## src/rtl/divisor_sum_classifier_if.sv

```systemverilog
// divisor_sum_classifier_if: start/operand handshake and classification results
interface divisor_sum_classifier_if #(
    parameter int W  = 16,
    parameter int SW = W + 3
);
    logic          go;
    logic [W-1:0]  N;
    logic          busy;
    logic          over;
    logic          IsPer;
    logic          abundant;
    logic          deficient;
    logic          invalid;
    logic [SW-1:0] sum;
    modport master (output go, N, input busy, over, IsPer, abundant, deficient, invalid, sum);
    modport slave  (input go, N, output busy, over, IsPer, abundant, deficient, invalid, sum);
endinterface

```

## src/rtl/divisor_sum_classifier.sv

```systemverilog
// divisor_sum_classifier: sums proper divisors of N by trial division and classifies N
module divisor_sum_classifier #(
    parameter int W  = 16,
    parameter int SW = W + 3
) (
    input  logic                  clk,
    input  logic                  rst,
    divisor_sum_classifier_if.slave io
);
    localparam int CW = $clog2(W);
    typedef enum logic [2:0] {IDLE, INIT, TEST, DIV, ACC, FIN, DONE} state_t;
    state_t        st, nxt;
    logic [W-1:0]  nreg, d, dv, rem, quo, rem_nx;
    logic [CW-1:0] cnt;
    logic [SW-1:0] acc, sum;
    logic [W:0]    r;
    logic          ge, past, is_per, abundant, deficient, invalid;
    assign past   = d > (nreg >> 1);
    assign r      = {rem, quo[W-1]};
    assign ge     = r >= {1'b0, dv};
    assign rem_nx = ge ? r[W-1:0] - dv : r[W-1:0];
    assign io.busy      = st inside {INIT, TEST, DIV, ACC, FIN};
    assign io.over      = st == DONE;
    assign io.sum       = sum;
    assign io.IsPer     = is_per;
    assign io.abundant  = abundant;
    assign io.deficient = deficient;
    assign io.invalid   = invalid;
    // state register; reset aborts any operation at once
    always_ff @(posedge clk or negedge rst)
        if (!rst) st <= IDLE;
        else      st <= nxt;
    // next state: one trial divisor per TEST/DIV*W/ACC round
    always_comb begin
        nxt = st;
        case (st)
            IDLE, DONE: nxt = io.go ? INIT : st;
            INIT:       nxt = TEST;
            TEST:       nxt = past ? FIN : DIV;
            DIV:        nxt = cnt == CW'(W - 1) ? ACC : DIV;
            ACC:        nxt = TEST;
            FIN:        nxt = DONE;
            default:    nxt = IDLE;
        endcase
    end
    // datapath: operand latch, restoring divider, accumulator and result registers
    always_ff @(posedge clk or negedge rst)
        if (!rst) begin
            nreg      <= '0;
            d         <= '0;
            dv        <= '0;
            rem       <= '0;
            quo       <= '0;
            cnt       <= '0;
            acc       <= '0;
            sum       <= '0;
            is_per    <= 1'b0;
            abundant  <= 1'b0;
            deficient <= 1'b0;
            invalid   <= 1'b0;
        end else begin
            case (st)
                IDLE, DONE: if (io.go) nreg <= io.N;
                INIT: begin
                    d   <= W'(1);
                    acc <= '0;
                end
                TEST: if (!past) begin
                    rem <= '0;
                    quo <= nreg;
                    dv  <= d;
                    cnt <= '0;
                end
                DIV: begin
                    rem <= rem_nx;
                    quo <= {quo[W-2:0], ge};
                    cnt <= cnt + 1'b1;
                end
                ACC: begin
                    if (rem == '0) acc <= acc + SW'(d);
                    d <= d + 1'b1;
                end
                FIN: begin
                    sum       <= acc;
                    invalid   <= nreg == '0;
                    is_per    <= nreg != '0 && acc == SW'(nreg);
                    abundant  <= nreg != '0 && acc >  SW'(nreg);
                    deficient <= nreg != '0 && acc <  SW'(nreg);
                end
                default: ;
            endcase
        end
endmodule

```

## src/flat_wrapper.sv

```systemverilog
// flat-port wrapper written by rule: the top's interface ports become plain ports
module divisor_sum_classifier_flat 
#(
    parameter int W  = 16,
    parameter int SW = W + 3
)
  (clk, rst, io_go, io_N, io_busy, io_over, io_IsPer, io_abundant, io_deficient, io_invalid, io_sum);
  divisor_sum_classifier_if #(.W(W), .SW(SW)) io_i ();
  input  logic clk;
  input  logic rst;
  input wire logic [$bits(io_i.go)-1:0] io_go;
  input wire logic [$bits(io_i.N)-1:0] io_N;
  output wire logic [$bits(io_i.busy)-1:0] io_busy;
  output wire logic [$bits(io_i.over)-1:0] io_over;
  output wire logic [$bits(io_i.IsPer)-1:0] io_IsPer;
  output wire logic [$bits(io_i.abundant)-1:0] io_abundant;
  output wire logic [$bits(io_i.deficient)-1:0] io_deficient;
  output wire logic [$bits(io_i.invalid)-1:0] io_invalid;
  output wire logic [$bits(io_i.sum)-1:0] io_sum;
  assign io_i.go = io_go;
  assign io_i.N = io_N;
  assign io_busy = io_i.busy;
  assign io_over = io_i.over;
  assign io_IsPer = io_i.IsPer;
  assign io_abundant = io_i.abundant;
  assign io_deficient = io_i.deficient;
  assign io_invalid = io_i.invalid;
  assign io_sum = io_i.sum;
  divisor_sum_classifier #(.W(W), .SW(SW)) u_core (.clk(clk), .rst(rst), .io(io_i));
endmodule
```

## config.mk

```make
export PLATFORM = sky130hd
export DESIGN_NAME = divisor_sum_classifier_flat
export DESIGN_NICKNAME = d
export VERILOG_FILES = /design/src/rtl/divisor_sum_classifier_if.sv /design/src/rtl/divisor_sum_classifier.sv /design/src/flat_wrapper.sv
export SDC_FILE = /design/constraint.sdc
export NUM_CORES = 1
export LEC_CHECK = 0
export ABC_CLOCK_PERIOD_IN_PS = 2400
export CAP_MARGIN = 20
export CORE_AREA = 2 2 122 124
export CTS_CLUSTER_DIAMETER = 100
export DETAILED_ROUTE_END_ITERATION = 16
export DIE_AREA = 0 0 124 126
export PLACE_DENSITY = 0.77
export SYNTH_ARGS = -nofsm -noshare
export SYNTH_HDL_FRONTEND = slang
export SYNTH_SLANG_ARGS = --single-unit
```

## constraint.sdc

```tcl
create_clock -name clk -period 2.4 [get_ports clk]
set_input_delay 0.48 -clock clk [delete_from_list [all_inputs] [get_ports clk]]
set_output_delay 0.48 -clock clk [all_outputs]
set_load 0.01 [all_outputs]
```

==> results of run 1 <==
-- Yosys cell counts, types with 4 or more instances --
cell type	n	area, µm²
mux2_2	32	360
dfrtp_1	129	3230
nand2_1	71	267
o31ai_1	6	45.0
clkbuf_1	18	67.6
nand4_1	10	62.6
ha_1	65	813
or3_1	7	43.8
a21o_1	13	97.6
buf_2	6	30.0
xnor2_1	14	123
nor4_1	12	75.1
or4_1	5	37.5
and2_1	5	31.3
and3_1	6	37.5
nand2b_1	10	62.6
nor3_1	18	90.1
mux2i_1	34	340
a21oi_1	42	210
nand3_1	46	230
inv_1	43	161
xor2_1	10	87.6
or2_2	5	31.3
a22o_1	5	43.8
o2bb2ai_1	10	87.6
nor2b_1	8	50.1
nor2_1	28	105
o211ai_1	8	60.1
o41ai_1	4	35.0
o21ai_0	80	400
o21a_1	8	60.1
-- cell type report --
class	count	area, µm²	share of cell area [%]
Timing Repair Buffer	163	1460	14.2
Tap cell	184	230	2.24
Clock inverter	12	158	1.54
Inverter	45	178	1.73
Multi-Input combinational cell	597	4550	44.3
Sequential cell	129	3230	31.5
Clock buffer	20	467	4.55
-- cells by family (layout without fill, tap and decap cells) --
logic type / count (synthesis) / count (layout) / share of synthesized area [%]
XOR/XNOR: 24 / 24 / 2.70
adder cells (fa/ha/maj): 67 / 67 / 11.0
flip-flops: 129 / 129 / 41.5
AND/OR/NAND/NOR: 239 / 239 / 15.3
multiplexers: 66 / 66 / 9.00
AO/OA/AOI/OAI: 201 / 201 / 16.2
buffers and inverters: 76 / 240 / 4.43
-- power by group --
group          switching, mW  internal [mW]  leakage (nW)
Clock                   1.01           1.72         0.298
Sequential             0.403           2.68          1.69
Combinational           3.11           2.84          2.84
-- layout by cell type (no fill, tap or decap), drive strengths merged, types with 6 or more instances in the layout --
| master | instances |
|---|---|
| a21o | 13 |
| a21oi | 42 |
| and3 | 6 |
| buf | 119 |
| clkbuf | 21 |
| clkdlybuf4s50 | 41 |
| clkinv | 7 |
| dfrtp | 129 |
| ha | 65 |
| inv | 43 |
| mux2 | 32 |
| mux2i | 34 |
| nand2 | 71 |
| nand2b | 10 |
| nand3 | 47 |
| nand4 | 10 |
| nor2 | 29 |
| nor2b | 8 |
| nor3 | 18 |
| nor4 | 12 |
| o211ai | 8 |
| o21a | 8 |
| o21ai | 80 |
| o2bb2ai | 10 |
| o31ai | 7 |
| or3 | 7 |
| xnor2 | 14 |
| xor2 | 10 |
-- state kept, by name, summed over array words and instances, names as in the netlist --
register / flops
u_core.io.invalid: 1
u_core.io.IsPer: 1
u_core.io.deficient: 1
u_core.io.abundant: 1
u_core.dv: 16
u_core.nreg: 16
u_core.st: 3
u_core.acc: 19
u_core.d: 16
u_core.cnt: 4
u_core.rem: 16
u_core.quo: 16
u_core.io.sum: 19
-- what timing repair did --
item | 4_1_cts | 5_1_grt
endpoints found under the setup margin | 59 | 64
buffers inserted | 9 | 2
gates resized for setup | 51 | 34
pin swaps | 17 | 14
gates cloned | 3 | 1
-- per-stage QoR --
stage               power, mW  util [%]  TNS, ps
floorplan                6.18         -        0
global placement         7.86      63.8    -4670
detailed placement       7.99      63.8    -9640
CTS                      11.4      70.7    -3510
global route             12.4      71.7   -14810
finish                   11.8      71.7   -13700
-- routing by layer --
metal  part of all wire (%)  vias up  wire length, µm
li1                       -     3228                -
met2                     46      264            10600
met4                    3.2        0              741
met5                      0        -                0
met3                    7.1       63             1630
met1                     43     3355             9890
-- final timing paths --
path,start,to,slack (ps),depth (start not counted)
worst max-delay path,u_core.nreg[11],u_core.dv[9],-320,9
worst min-delay path,rst,u_core.io.sum[0],140,2
worst max register to register,u_core.nreg[11],u_core.dv[9],-320,9
worst min register to register,u_core.io.abundant,u_core.io.abundant,480,2
max in group asynchronous,rst,u_core.d[1],1640,2
min in group clk,u_core.io.abundant,u_core.io.abundant,480,2
==> impl_metrics.ini, run 1 <==
[run_status]
status = finished, violations left
failed_checks = negative setup slack

[cells_and_area]
fillers = 969
fin_nets = 1039
area_delta_synth_final_pct = 31.8
n_antenna_cell = 0
finalInstanceArea_mm2 = 0.0103
stdcell_count = 1150
drive_above_1_share_pct = 26.2

[placement]
finalWeightedCongestion = 0.877
io_buffer_count = 43
dpl_cell_area_mm2 = 0.00913
post-place-ws_ps = -263
post-place-cells = 1105
dpl.hpwl_mm = 14.8

[setup_path]
cp_num_buf_inv = 2
cp-start-kind = flop
critPathMaxFanout = 10
crit_path_cell_trace = inv_2, ha_1, nand3b_1, nor4_4, a21bo_2, a31oi_2, or3_4, clkbuf_16, mux2_2
path_class = reg2reg
critPathSlowestCell = dfrtp_1
cp.required_ps = 2700
crit_family = simple AND/OR/NAND/NOR gates
end_kind = flop
max_stage_delay_ps = 390
cp.arrival_ps = 3020

[worst_hold_path]
hold_class = in2async

[sta]
worst_slack_ps = -322
fin_hold_ws_ps = 136
drv_slew = 0
finalCriticalPeriod_ps = 2720
finalSetupViolations = 55
slew_headroom_pct = 49.9
fmax_ghz = 0.367
post-route-period-util_pct = 113
finalHoldViolCount = 0
worstMarginPinSlew_ps = 752
finClkSkew_ps = 7.45
rsz0062_at_grt = yes

[global_route]
grtUsageTotal_pct = 29.1
gr-usage-met2_pct = 44.9
busiest_layer = met2
grt_pass1_wl_mm = 34.7
grtUsageMet1_pct = 41.3
grt_overflow = 0
grt_antenna_before_repair = 0
met3_usage_pct = 6.11
grt_max_degree = 130
grt_pass1_vias = 6595

[synthesis]
synth_enable_flop_cells = 0
ys_ff_latch = 129
syn_area_per_cell_um2 = 9.71
ys_warn_count = 0
synthArstFlopShare_pct = 100
ys_seq_area_share_pct = 41.5
synth_cell_type_count = 59
synth_area_mm2 = 0.00779
synth_nets = 888
syn_inst = 802
synth_top_flop_cell = dfrtp_1

[die]
start_util_pct = 54.4
core-area_mm2 = 0.0143
rows = 44
die_w_um = 124
die_h_um = 126
die_area_mm2 = 0.0156
ioPinCount = 44

[pwr]
ir_worst_vdd_mv = 0.677
leakagePower_nw = 4.83
cellPowerDensity_mw_per_mm2 = 1150

[cts]
cts_max_level = 4
cts_buffers = 17
cts_tree = yes
cts_root_buf = clkbuf_16
clkSinkCount = 129
cts-hold-fix-buffers = 0
worstSkewPairLatency_ps = 420
clkTransAtPathRegs_ps = 60
clk_path_buf_depth = 2

[routing]
vias = 6910
ant_nets = 0
via_per_inst = 6.01
firstDrtPassIters = 5
drt_iter0_markers = 559
post_drt_wl_per_cell_um = 19.9
drc_errors = 0
routed_wl_mm = 22.9

[run]
maxCapViolations = 0
Power figures use the tool's default switching activity.
==> inputs of run 2 (changes only) <==
--- a/config.mk
+++ b/config.mk
@@ -11,7 +11,8 @@
 export CTS_CLUSTER_DIAMETER = 100
 export DETAILED_ROUTE_END_ITERATION = 16
 export DIE_AREA = 0 0 124 126
-export PLACE_DENSITY = 0.77
+export DONT_BUFFER_PORTS = 1
+export PLACE_DENSITY = 0.73
 export SYNTH_ARGS = -nofsm -noshare
 export SYNTH_HDL_FRONTEND = slang
 export SYNTH_SLANG_ARGS = --single-unit
==> run 2 against run 1 <==
Compared with the run above: critical endpoint is now u_core.quo[0]; non-clock buffer count is 50 lower; largest cell class unchanged; maximum frequency is 4.5% higher; the flow finishes with violations (negative hold slack, negative setup slack); clock power increased by 9.6%; first-iteration DRC count increased by 1.6%.
==> impl_metrics.ini, run 2 (synthesized netlist as in run 1, its figures left out) <==
[placement]
dpl.hpwl_mm = 14.7
post-place-cells = 1052
io_buffer_count = 0
finalWeightedCongestion = 0.984

[routing]
ant_nets = 0
drc_errors = 0
routed_wl_mm = 23.0
drt_iter0_markers = 568
firstDrtPassIters = 5
post_drt_wl_per_cell_um = 20.9
via_per_inst = 6.26
vias = 6887

[die]
ioPinCount = 44
start_util_pct = 54.4
rows = 44
core-area_mm2 = 0.0143
die_area_mm2 = 0.0156
die_w_um = 124
die_h_um = 126

[setup_path]
cp-start-kind = flop
critPathMaxFanout = 8
max_stage_delay_ps = 430
end_kind = flop
crit_family = simple AND/OR/NAND/NOR gates
cp.arrival_ps = 2880
crit_path_cell_trace = ha_4, nand3b_1, nor4_2, and4_1, a31oi_2, or3_4, bufbuf_16, mux2i_1, o21ai_1
cp_num_buf_inv = 1
cp.required_ps = 2680
ff2ff_setup_slack_ps = -200
critPathSlowestCell = dfrtp_1
path_class = reg2reg

[global_route]
grt_antenna_before_repair = 0
grtUsageTotal_pct = 29.3
grt_pass1_wl_mm = 35.0
grt_pass1_vias = 6822
grt_overflow = 0
grt_max_degree = 130

[cells_and_area]
n_antenna_cell = 0
fillers = 949
final_cell_mix = dfrtp_1, buf_4, nand2_1
multi_input_area_mm2 = 0.00482
area_delta_synth_final_pct = 29.6
area.sequential_mm2 = 0.00323
fin_util_pct = 70.5
stdcell_count = 1100
fin_nets = 989
drive_above_1_share_pct = 28.9
reg_top3 = u_core.acc x19, u_core.io.sum x19
final_common_cell = dfrtp_1

[cts]
cts_tree = yes
clkTransAtPathRegs_ps = 60
cts_root_buf = clkbuf_16
clkSinkCount = 129
cts_max_level = 4
worstSkewPairLatency_ps = 420
clk_path_buf_depth = 2
cts_buffers = 17

[sta]
tns_ps = -5340
worst_slack_ps = -204
post-route-period-util_pct = 109
fin_hold_ws_ps = -249
rsz0062_at_grt = yes
finalHoldViolCount = 129
finalSetupViolations = 52
slew_headroom_pct = 34.4
fmax_ghz = 0.384
finClkSkew_ps = 10.1
drv_slew = 0
finalCriticalPeriod_ps = 2600
worstMarginPinSlew_ps = 984

[run]
maxCapViolations = 0

[pwr]
cellPowerDensity_mw_per_mm2 = 1270
ir_worst_vdd_mv = 0.692
total_power_mw = 12.8
p_comb_share_pct = 52.0
leakagePower_nw = 4.69
p_switching_mw = 4.89
seq_power_share_pct = 24.7
clkPwrFrac_pct = 23.3
switching_share_pct = 38.2
p_int_mw = 7.90

[run_status]
failed_checks = negative hold slack, negative setup slack
status = finished, violations left

[worst_hold_path]
hold_class = in2async
-- run 2: through the flow --
step / worst slack [ps] / cell area, µm²
after floorplan: 11.9 / 7810
after global placement: -134 / 8600
after detailed placement: -166 / 8600
after CTS: -114 / 9650
after global routing: -282 / 10100
final: -204 / 10100
-- run 2: power groups by stage --
stage / logic, mW / clock network [mW] / registers [mW]
global route: 7.09 / 3.11 / 3.20
global placement: 4.49 / 0 / 3.05
CTS: 5.33 / 2.99 / 3.05
detailed placement: 4.71 / 0 / 3.07
finish: 6.66 / 2.98 / 3.15
floorplan: 3.18 / 0 / 3.00
-- run 2: repair_timing --
item	4_1_cts	5_1_grt
pin swaps	12	26
gates resized for setup	54	81
endpoints found under the setup margin	57	63
cloned	3	0
buffers inserted	10	7
endpoints found under the hold margin	129	129
-- run 2: path summary, 6_finish.rpt --
path / from / end / cells past startpoint
max in group asynchronous: rst / u_core.d[7] / 0
setup / recovery: u_core.d[11] / u_core.quo[0] / 9
hold reg to reg: u_core.quo[1] / u_core.quo[2] / 2
min in group clk: io_N[4] / u_core.nreg[4] / 2
setup reg to reg: u_core.d[11] / u_core.quo[0] / 9
hold / removal: rst / u_core.dv[15] / 0
-- run 2: layer usage --
metal  part of all wire [%]  global-route usage [%]  up-vias
met5                      0                       0        -
met1                     42                    39.6     3413
met4                    3.7                    12.8        0
li1                       -                       -     3131
met2                     48                    45.0      281
met3                    6.6                    6.88       62
-- run 2: cell type report --
| type | count | share of cell area (%) |
|---|---|---|
| flip-flops and latches | 129 | 32.0 |
| clock buffers | 23 | 4.74 |
| clock inverters | 9 | 2.00 |
| well taps | 184 | 2.28 |
| inverters | 45 | 1.72 |
| multi-input cells | 597 | 47.8 |
| repair buffers | 113 | 9.46 |
